$ cat src/rtl/armleocpu_defines.sv
// Shared constants for the writeback stage: load funct3 encodings and FSM states.
package armleocpu_defines;

   localparam logic [2:0] LOAD_LB  = 3'b000;
   localparam logic [2:0] LOAD_LH  = 3'b001;
   localparam logic [2:0] LOAD_LW  = 3'b010;
   localparam logic [2:0] LOAD_LBU = 3'b100;
   localparam logic [2:0] LOAD_LHU = 3'b101;

   typedef enum logic {
      WB_IDLE      = 1'b0,
      WB_LOAD_WAIT = 1'b1
   } wb_state_e;

endpackage

$ cat src/rtl/armleocpu_load_formatter.sv
// Combinational load data formatter: byte/half/word lane extraction with
// sign/zero extension, flagging unknown funct3 and misaligned accesses.
module armleocpu_load_formatter
   import armleocpu_defines::*;
(
   input  logic [31:0] rdata_i,
   input  logic [2:0]  load_type_i,
   input  logic [1:0]  addr_lo_i,
   output logic [31:0] data_o,
   output logic        illegal_o
);

   logic [7:0]  byte_sel;
   logic [15:0] half_sel;

   always_comb begin
      byte_sel = rdata_i[7:0];
      case (addr_lo_i)
         2'd0: byte_sel = rdata_i[7:0];
         2'd1: byte_sel = rdata_i[15:8];
         2'd2: byte_sel = rdata_i[23:16];
         2'd3: byte_sel = rdata_i[31:24];
         default: byte_sel = rdata_i[7:0];
      endcase
      half_sel = addr_lo_i[1] ? rdata_i[31:16] : rdata_i[15:0];
   end

   always_comb begin
      data_o    = '0;
      illegal_o = 1'b0;
      case (load_type_i)
         LOAD_LB:  data_o = {{24{byte_sel[7]}}, byte_sel};
         LOAD_LBU: data_o = {24'd0, byte_sel};
         LOAD_LH: begin
            data_o    = {{16{half_sel[15]}}, half_sel};
            illegal_o = addr_lo_i[0];
         end
         LOAD_LHU: begin
            data_o    = {16'd0, half_sel};
            illegal_o = addr_lo_i[0];
         end
         LOAD_LW: begin
            data_o    = rdata_i;
            illegal_o = |addr_lo_i;
         end
         default: illegal_o = 1'b1;
      endcase
   end

endmodule

$ cat src/rtl/armleocpu_writeback.sv
// Writeback stage: registers ALU results, waits on variable-latency loads,
// formats load data and drives the single regfile write port.
module armleocpu_writeback
   import armleocpu_defines::*;
#(
   parameter int unsigned TIMEOUT_CYCLES = 0
) (
   input  logic        clk,
   input  logic        rst_n,

   input  logic        in_valid,
   output logic        in_ready,
   input  logic        in_is_load,
   input  logic        in_rd_write,
   input  logic [4:0]  in_rd_addr,
   input  logic [31:0] in_result,
   input  logic [2:0]  in_load_type,
   input  logic [1:0]  in_addr_lo,

   input  logic        mem_rvalid,
   input  logic        mem_rerror,
   input  logic [31:0] mem_rdata,

   output logic        pending_valid,
   output logic [4:0]  pending_rd,
   output logic        wb_load_fault,

   output logic        rd_write,
   output logic [4:0]  rd_addr,
   output logic [31:0] rd_wdata
);

   localparam int unsigned CNT_W = (TIMEOUT_CYCLES > 1) ? $clog2(TIMEOUT_CYCLES) : 1;
   localparam logic [CNT_W-1:0] CNT_LAST =
      CNT_W'((TIMEOUT_CYCLES == 0) ? 0 : TIMEOUT_CYCLES - 1);

   wb_state_e        state_q, state_d;
   logic [CNT_W-1:0] cnt_q, cnt_d;
   logic [4:0]       cap_rd_q, cap_rd_d;
   logic             cap_wr_q, cap_wr_d;
   logic [2:0]       cap_type_q, cap_type_d;
   logic [1:0]       cap_lo_q, cap_lo_d;
   logic             rd_write_q, rd_write_d;
   logic [4:0]       rd_addr_q, rd_addr_d;
   logic [31:0]      rd_wdata_q, rd_wdata_d;
   logic             fault_q, fault_d;

   logic [31:0]      fmt_data;
   logic             fmt_illegal;
   logic             timeout_hit;

   armleocpu_load_formatter u_fmt (
      .rdata_i     (mem_rdata),
      .load_type_i (cap_type_q),
      .addr_lo_i   (cap_lo_q),
      .data_o      (fmt_data),
      .illegal_o   (fmt_illegal)
   );

   assign timeout_hit = (TIMEOUT_CYCLES != 0) && (cnt_q == CNT_LAST);

   assign in_ready      = (state_q == WB_IDLE);
   assign pending_valid = (state_q == WB_LOAD_WAIT);
   assign pending_rd    = pending_valid ? cap_rd_q : 5'd0;
   assign wb_load_fault = fault_q;
   assign rd_write      = rd_write_q;
   assign rd_addr       = rd_addr_q;
   assign rd_wdata      = rd_wdata_q;

   always_comb begin
      state_d    = state_q;
      cnt_d      = cnt_q;
      cap_rd_d   = cap_rd_q;
      cap_wr_d   = cap_wr_q;
      cap_type_d = cap_type_q;
      cap_lo_d   = cap_lo_q;
      rd_write_d = 1'b0;
      rd_addr_d  = rd_addr_q;
      rd_wdata_d = rd_wdata_q;
      fault_d    = 1'b0;

      case (state_q)
         WB_IDLE: begin
            // Responses arriving here (e.g. after a timeout) are stale and dropped.
            if (in_valid) begin
               if (in_is_load) begin
                  state_d    = WB_LOAD_WAIT;
                  cnt_d      = '0;
                  cap_rd_d   = in_rd_addr;
                  cap_wr_d   = in_rd_write;
                  cap_type_d = in_load_type;
                  cap_lo_d   = in_addr_lo;
               end else begin
                  rd_write_d = in_rd_write && (in_rd_addr != 5'd0);
                  rd_addr_d  = in_rd_addr;
                  rd_wdata_d = in_result;
               end
            end
         end
         WB_LOAD_WAIT: begin
            if (mem_rvalid) begin
               state_d = WB_IDLE;
               cnt_d   = '0;
               if (mem_rerror || fmt_illegal) begin
                  fault_d = 1'b1;
               end else begin
                  rd_write_d = cap_wr_q && (cap_rd_q != 5'd0);
                  rd_addr_d  = cap_rd_q;
                  rd_wdata_d = fmt_data;
               end
            end else if (timeout_hit) begin
               state_d = WB_IDLE;
               cnt_d   = '0;
               fault_d = 1'b1;
            end else begin
               cnt_d = cnt_q + 1'b1;
            end
         end
         default: state_d = WB_IDLE;
      endcase
   end

   always_ff @(posedge clk or negedge rst_n) begin
      if (!rst_n) begin
         state_q    <= WB_IDLE;
         cnt_q      <= '0;
         cap_rd_q   <= '0;
         cap_wr_q   <= 1'b0;
         cap_type_q <= '0;
         cap_lo_q   <= '0;
         rd_write_q <= 1'b0;
         rd_addr_q  <= '0;
         rd_wdata_q <= '0;
         fault_q    <= 1'b0;
      end else begin
         state_q    <= state_d;
         cnt_q      <= cnt_d;
         cap_rd_q   <= cap_rd_d;
         cap_wr_q   <= cap_wr_d;
         cap_type_q <= cap_type_d;
         cap_lo_q   <= cap_lo_d;
         rd_write_q <= rd_write_d;
         rd_addr_q  <= rd_addr_d;
         rd_wdata_q <= rd_wdata_d;
         fault_q    <= fault_d;
      end
   end

endmodule

$ cat config.mk
export PLATFORM = sky130hd
export DESIGN_NAME = armleocpu_writeback
export DESIGN_NICKNAME = d
export VERILOG_FILES = /design/src/rtl/armleocpu_defines.sv /design/src/rtl/armleocpu_load_formatter.sv /design/src/rtl/armleocpu_writeback.sv
export SDC_FILE = /design/constraint.sdc
export NUM_CORES = 1
export LEC_CHECK = 0
export CAP_MARGIN = 20
export CORE_MARGIN = 10
export CORE_UTILIZATION = 35
export DETAILED_ROUTE_END_ITERATION = 8
export PLACE_DENSITY = 0.77
export SKIP_CTS_REPAIR_TIMING = 1
export SYNTH_ARGS = -nofsm -noshare
export SYNTH_HDL_FRONTEND = slang
export SYNTH_SLANG_ARGS = --single-unit
export TNS_END_PERCENT = 20
$ cat constraint.sdc
create_clock -name clk -period 4.27 [get_ports clk]
set_input_delay 0.427 -clock clk [delete_from_list [all_inputs] [get_ports clk]]
set_output_delay 0.427 -clock clk [all_outputs]
set_load 0.01 [all_outputs]
# Yosys cells after proc, flatten, opt, wreduce, memory -nomap -nowiden

Cells that the tools add are included.

Bitwise logic cells: 1
Multiplexer cells: 27
Eq/ne operators: 11
Reductions and logical operators: 12

Operator list:

| cell                                           | count |
|---|---|
| one-hot mux 32 bit (5 select lines)            | 1 |
| 2-to-1 mux 32 bit                              | 4 |
| one-hot mux 32 bit (2 select lines)            | 1 |
| one-hot mux 8 bit (4 select lines)             | 1 |
| 2-to-1 mux 5 bit                               | 5 |
| 2-to-1 mux 16 bit                              | 1 |
| 2-to-1 mux 1 bit                               | 10 |
| one-hot mux 5 bit (2 select lines)             | 1 |
| nonzero test 5 bit                             | 2 |
| inequality test 2 bit (second input constant)  | 4 |
| == test 3 bit (second input constant)          | 2 |
| OR reduction 2 bit                             | 3 |
| == test 2 bit (second input constant)          | 2 |
| one-hot mux 1 bit (2 select lines)             | 2 |
| AND reduction 4 bit                            | 1 |
| == test 3 x 1 -> 1 bit (second input constant) | 1 |
| == test 3 x 2 -> 1 bit (second input constant) | 1 |
| logical NOT 3 bit                              | 1 |
| one-hot mux 1 bit (3 select lines)             | 1 |
| AND reduction 3 bit                            | 1 |
| == test 2 x 1 -> 1 bit (second input constant) | 1 |
| logical AND 1 bit                              | 2 |
| logical NOT 2 bit                              | 1 |
| logical OR 1 bit                               | 1 |
| inverter 1 bit                                 | 1 |

Word-level logic and storage cells: 60
Register bits after elaboration: 51
Output and inout port bits: 46
Bits of input ports: 81

# Depth between registers and ports, before layout

Depth in word-level cells: 7
Mapped depth: 7
Depth with buffers taken out: 4

# By module

Synthesis repeated with hierarchy kept, for this count alone.

Cells, all modules: 281
Area total of the unflattened synthesis: 3352.0 sq um

By module, submodules not included:

| module                   | area an instance (sq um) | instances | cells each | seq. area each (sq um) |
|---|---|---|---|---|
| armleocpu_writeback      | 2549.9                   | 1         | 165        | 1276.2 |
| armleocpu_load_formatter | 802.0                    | 1         | 116        | 0.0 |

# Worst setup path before layout

No wires, ideal clock.

Kind: flip-flop to flip-flop
Start: reg cap_type_q[0]
End: reg rd_wdata_q[11], in the netlist rd_wdata[11]
Setup time: 126 ps
Clock period less this slack: 2021 ps
Arrival time: 1895 ps
Path slack: 2249 ps
Path buffers: 2
Stages on the path, launching flop included: 7
Cell sequence: dfrtp_1 > buf_6 > or4_4 > a211o_1 > buf_6 > o21a_1 > o32a_1

Word-level cells in the longest chain between the ends: 6

Ends and longest elaborated chain:

| what                                           | RTL line                       | RTL |
|---|---|---|
| start: declaration                             | armleocpu_writeback.sv:41      | `logic [2:0] cap_type_q, cap_type_d;` |
| start signal: assignment                       | armleocpu_writeback.sv:140     | `cap_type_q <= cap_type_d;` |
| == test 3 x 1 -> 1 bit (tied with other cells) | armleocpu_load_formatter.sv:31 | `case (load_type_i)` |
| OR reduction 2 bit (no line)                   | n/a                            |  |
| one-hot mux 1 bit (3 select lines)             | armleocpu_load_formatter.sv:31 |  |
| logical OR 1 bit                               | armleocpu_writeback.sv:104     | `if (mem_rerror \|\| fmt_illegal) begin` |
| inequality test 2 bit (no line)                | n/a                            |  |
| AND reduction 4 bit (no line)                  | n/a                            |  |
| end signal: assignment                         | armleocpu_writeback.sv:144     | `rd_wdata_q <= rd_wdata_d;` |
| end: declaration                               | armleocpu_writeback.sv:45      | `logic [31:0] rd_wdata_q, rd_wdata_d;` |

Parallel ways exist; a longest one is shown, timed or not. The select of a mux whose other input is x is not followed.
A chain may end at the register's enable or synchronous reset.

# Final worst setup path

Start: reg state_q, in the netlist pending_valid
End: reg rd_wdata_q[7], in the netlist rd_wdata[7]

Word-level cells in the longest chain between the ends: 3

Ends and longest elaborated chain:

| what                            | RTL line                   | RTL |
|---|---|---|
| start: declaration              | armleocpu_writeback.sv:37  | `wb_state_e state_q, state_d;` |
| start signal: assignment        | armleocpu_writeback.sv:136 | `state_q <= state_d;` |
| inverter 1 bit (no line)        | n/a                        |  |
| inequality test 2 bit (no line) | n/a                        |  |
| AND reduction 4 bit (no line)   | n/a                        |  |

Parallel ways exist; a longest one is shown, timed or not.

==> run summary <==
Status -> finished clean
Slowest CP cell -> dfrtp_2
Most frequent cells in the layout -> 125 x clkdlybuf4s50_1, 50 x dfrtp_1, 35 x nand2_1
Worst setup EP type -> register
Total Neg Setup Slack -> 0 ps
Final setup viols -> 0
Die H -> 117.6 µm
CTS H-Tree Depth -> 2
Core area -> 9240 µm²
Pre-antenna DRT Iters -> 5
DRT iter0 DRCs -> 279
Clock root buffer master -> clkbuf_8
DRT Wirelength -> 11880 µm
Critical Path RT -> 4470 ps
Gpl congestion -> 0.8559
Die Width -> 117.6 µm
GRT Total Usage -> 16.43%
Final instance area -> 4768 µm²
Setup CP Type -> register to register
Detail Route Antenna Nets -> 0
Reg area -> 1277 µm²
Clk slew on worst S/H paths -> 90 ps
First-pass GRT wire length -> 18910 µm
Worst EP arrival -> 3270 ps
Share of cells above drive strength 1 -> 11.46%
CP peak stage delay -> 1090 ps
Initial antenna violation count -> 0
Largest net degree at the start of global routing -> 70
Final Slew Violations -> 0
I/O Buffers -> 126
Fmax -> 326.5 MHz
CTS Buf Count -> 5
Top FF cell, synth -> dfrtp_1
Switching Share -> 35.17%
Worst Skew -> 4.223 ps
Crit path cell chain -> nand2_1 -> a211oi_2 -> or2_2 -> mux2_2
Final Net Count -> 551
Total net switching power -> 718.1 µW
Placed Area -> 4668 µm²
Reg2Reg Depth -> 4
Synth-to-layout area growth -> 42.95%
Congestion Overflow GR -> 0
Final core utilization -> 51.60%
Yosys warnings -> 0
Reg-to-reg critical path startpoint -> pending_valid
Register area share after synthesis -> 38.26%
Sink Count -> 51
Critical path fanouts, max -> 69
Fin. Hold Viols -> 0
Commonest non-fill, non-tap cell in the layout -> clkdlybuf4s50_1
Initial Utilization -> 36.10%
Die area -> 13840 µm²
Mapped Area -> 3336 µm²
Row count -> 35
Distinct cells, synth -> 39
Synth Register Bits -> 51
Peak VDD IR -> 0.1782 mV
Unrepaired setup endpoints after global routing -> false
PwrDens -> 428.3 nW/µm²
Final Critical Period -> 3063 ps
DRC -> 0
Clock latency on the worst-skew pair -> 310 ps
Worst relative slew slack -> 29.00%
Post-synth EDFFs -> 0
Internal reg-to-reg setup slack -> 1210 ps
N_diodes -> 0
Synth Net Count -> 442
Min-delay worst type -> input pin to async pin
CTS tree -> built
Lkg Pwr -> 1.808 nW
Post-synthesis instance total -> 361
Pin slew with the least headroom to its limit -> 1065 ps
Crit start category -> register
Combinational Power Share -> 47.3%
CTS Buffer Depth -> 2
Setup crit start -> pending_valid
Internal power -> 1.324 mW
Multi-input gate area -> 1872 µm²
Fillers -> 873
Clk pwr share -> 15.2%
Tcrit/Tclk final -> 71.73%
Mapped Avg Cell Area -> 9.240 µm²
Vias in the first global route -> 3363
Drt wl/cell -> 19.80 µm
R2R Path End -> rd_wdata[7]
Via count -> 3341
Total of max-cap violations -> 0
Asr flop ratio synth -> 100.0%
Pwr Total -> 2.042 mW
Placed wire-length estimate -> 8936 µm
I/O pin total -> 127
DR vias/cell -> 5.568
Sequential share of power -> 37.5%
[final cells by class]
class / instances / share of cell area (%)
sequential: 51 / 26.79
tap: 129 / 3.385
inverter: 15 / 1.181
multi-input combinational: 265 / 39.25
clock buffer: 8 / 2.099
timing repair buffer: 132 / 27.29
[power groups by stage]
stage | combinational [mW] | clock [mW] | sequential, mW
after floorplan | 0.489 | 0 | 0.774
after global placement | 0.946 | 0 | 0.766
after detailed placement | 0.968 | 0 | 0.771
after CTS | 0.971 | 0.318 | 0.764
after global routing | 1.04 | 0.339 | 0.791
final | 0.965 | 0.311 | 0.766
[synthesized netlist by cell type (all sizes together), types with 3 or more instances]
cell type	number	area (µm²)
or4	3	26.27
and2	5	31.28
inv	15	56.30
mux2	31	349.1
nand2	35	131.4
nor2b	4	25.02
a221oi	22	192.7
o21a	7	52.55
dfrtp	51	1276
buf	13	77.56
o21ai	27	135.1
nor3	12	60.06
o22ai	16	100.1
o32a	7	70.07
nor2	4	15.01
clkbuf	17	63.81
a2bb2oi	7	61.31
a31oi	23	143.9
nand2b	18	112.6
mux2i	15	150.1
a21oi	15	78.83
[worst max-delay path, delay by kind of cell (launching register included)]
family	cells	cell delay (ps)
compound gates	1	760
flops	1	1090
mux	1	380
simple gates	2	720
[how the worst max path moves through the flow]
stage | cells after the start | slack [ps] | endpoint
after global placement | 4 | 1370 | rd_wdata[7]
after detailed placement | 4 | 1260 | rd_wdata[7]
after CTS | 4 | 1250 | rd_wdata[7]
after floorplan | 6 | 2250 | rd_wdata[11]
final | 4 | 1210 | rd_wdata[7]
after global routing | 4 | 980 | rd_wdata[7]
[stage by stage]
| step | hold WS (ps) | std cells | worst slack (ps) |
|---|---|---|---|
| finish | 226.3 | 600 | 1207 |
| global route | 286.2 | 600 | 978.6 |
| CTS | 248.3 | 600 | 1253 |
| detailed placement | 485.7 | 592 | 1262 |
| global placement | 481.7 | 592 | 1366 |
| floorplan | 131.4 | 361 | 2249 |
[cell families after synthesis]
kind of cell	synth area share, %
mux	15.64
simple gates	13.09
flops	38.26
buf+inv	5.926
compound gates	27.08
[routing by layer]
layer,vias up,wire [µm],GRT usage [%]
li1,1579,-,-
met1,1610,5386,22.10
met2,131,5468,25.28
met3,21,708,3.789
met4,0,318,5.332
met5,-,0,0
[sequential cells by signal, summed over array words and instances, names as in the netlist]
| register | flops |
|---|---|
| rd_addr | 5 |
| cap_wr_q | 1 |
| cap_type_q | 3 |
| rd_wdata | 32 |
| cap_rd_q | 5 |
| pending_valid | 1 |
| wb_load_fault | 1 |
| cap_lo_q | 2 |
| rd_write | 1 |
Power figures use the tool's default switching activity.
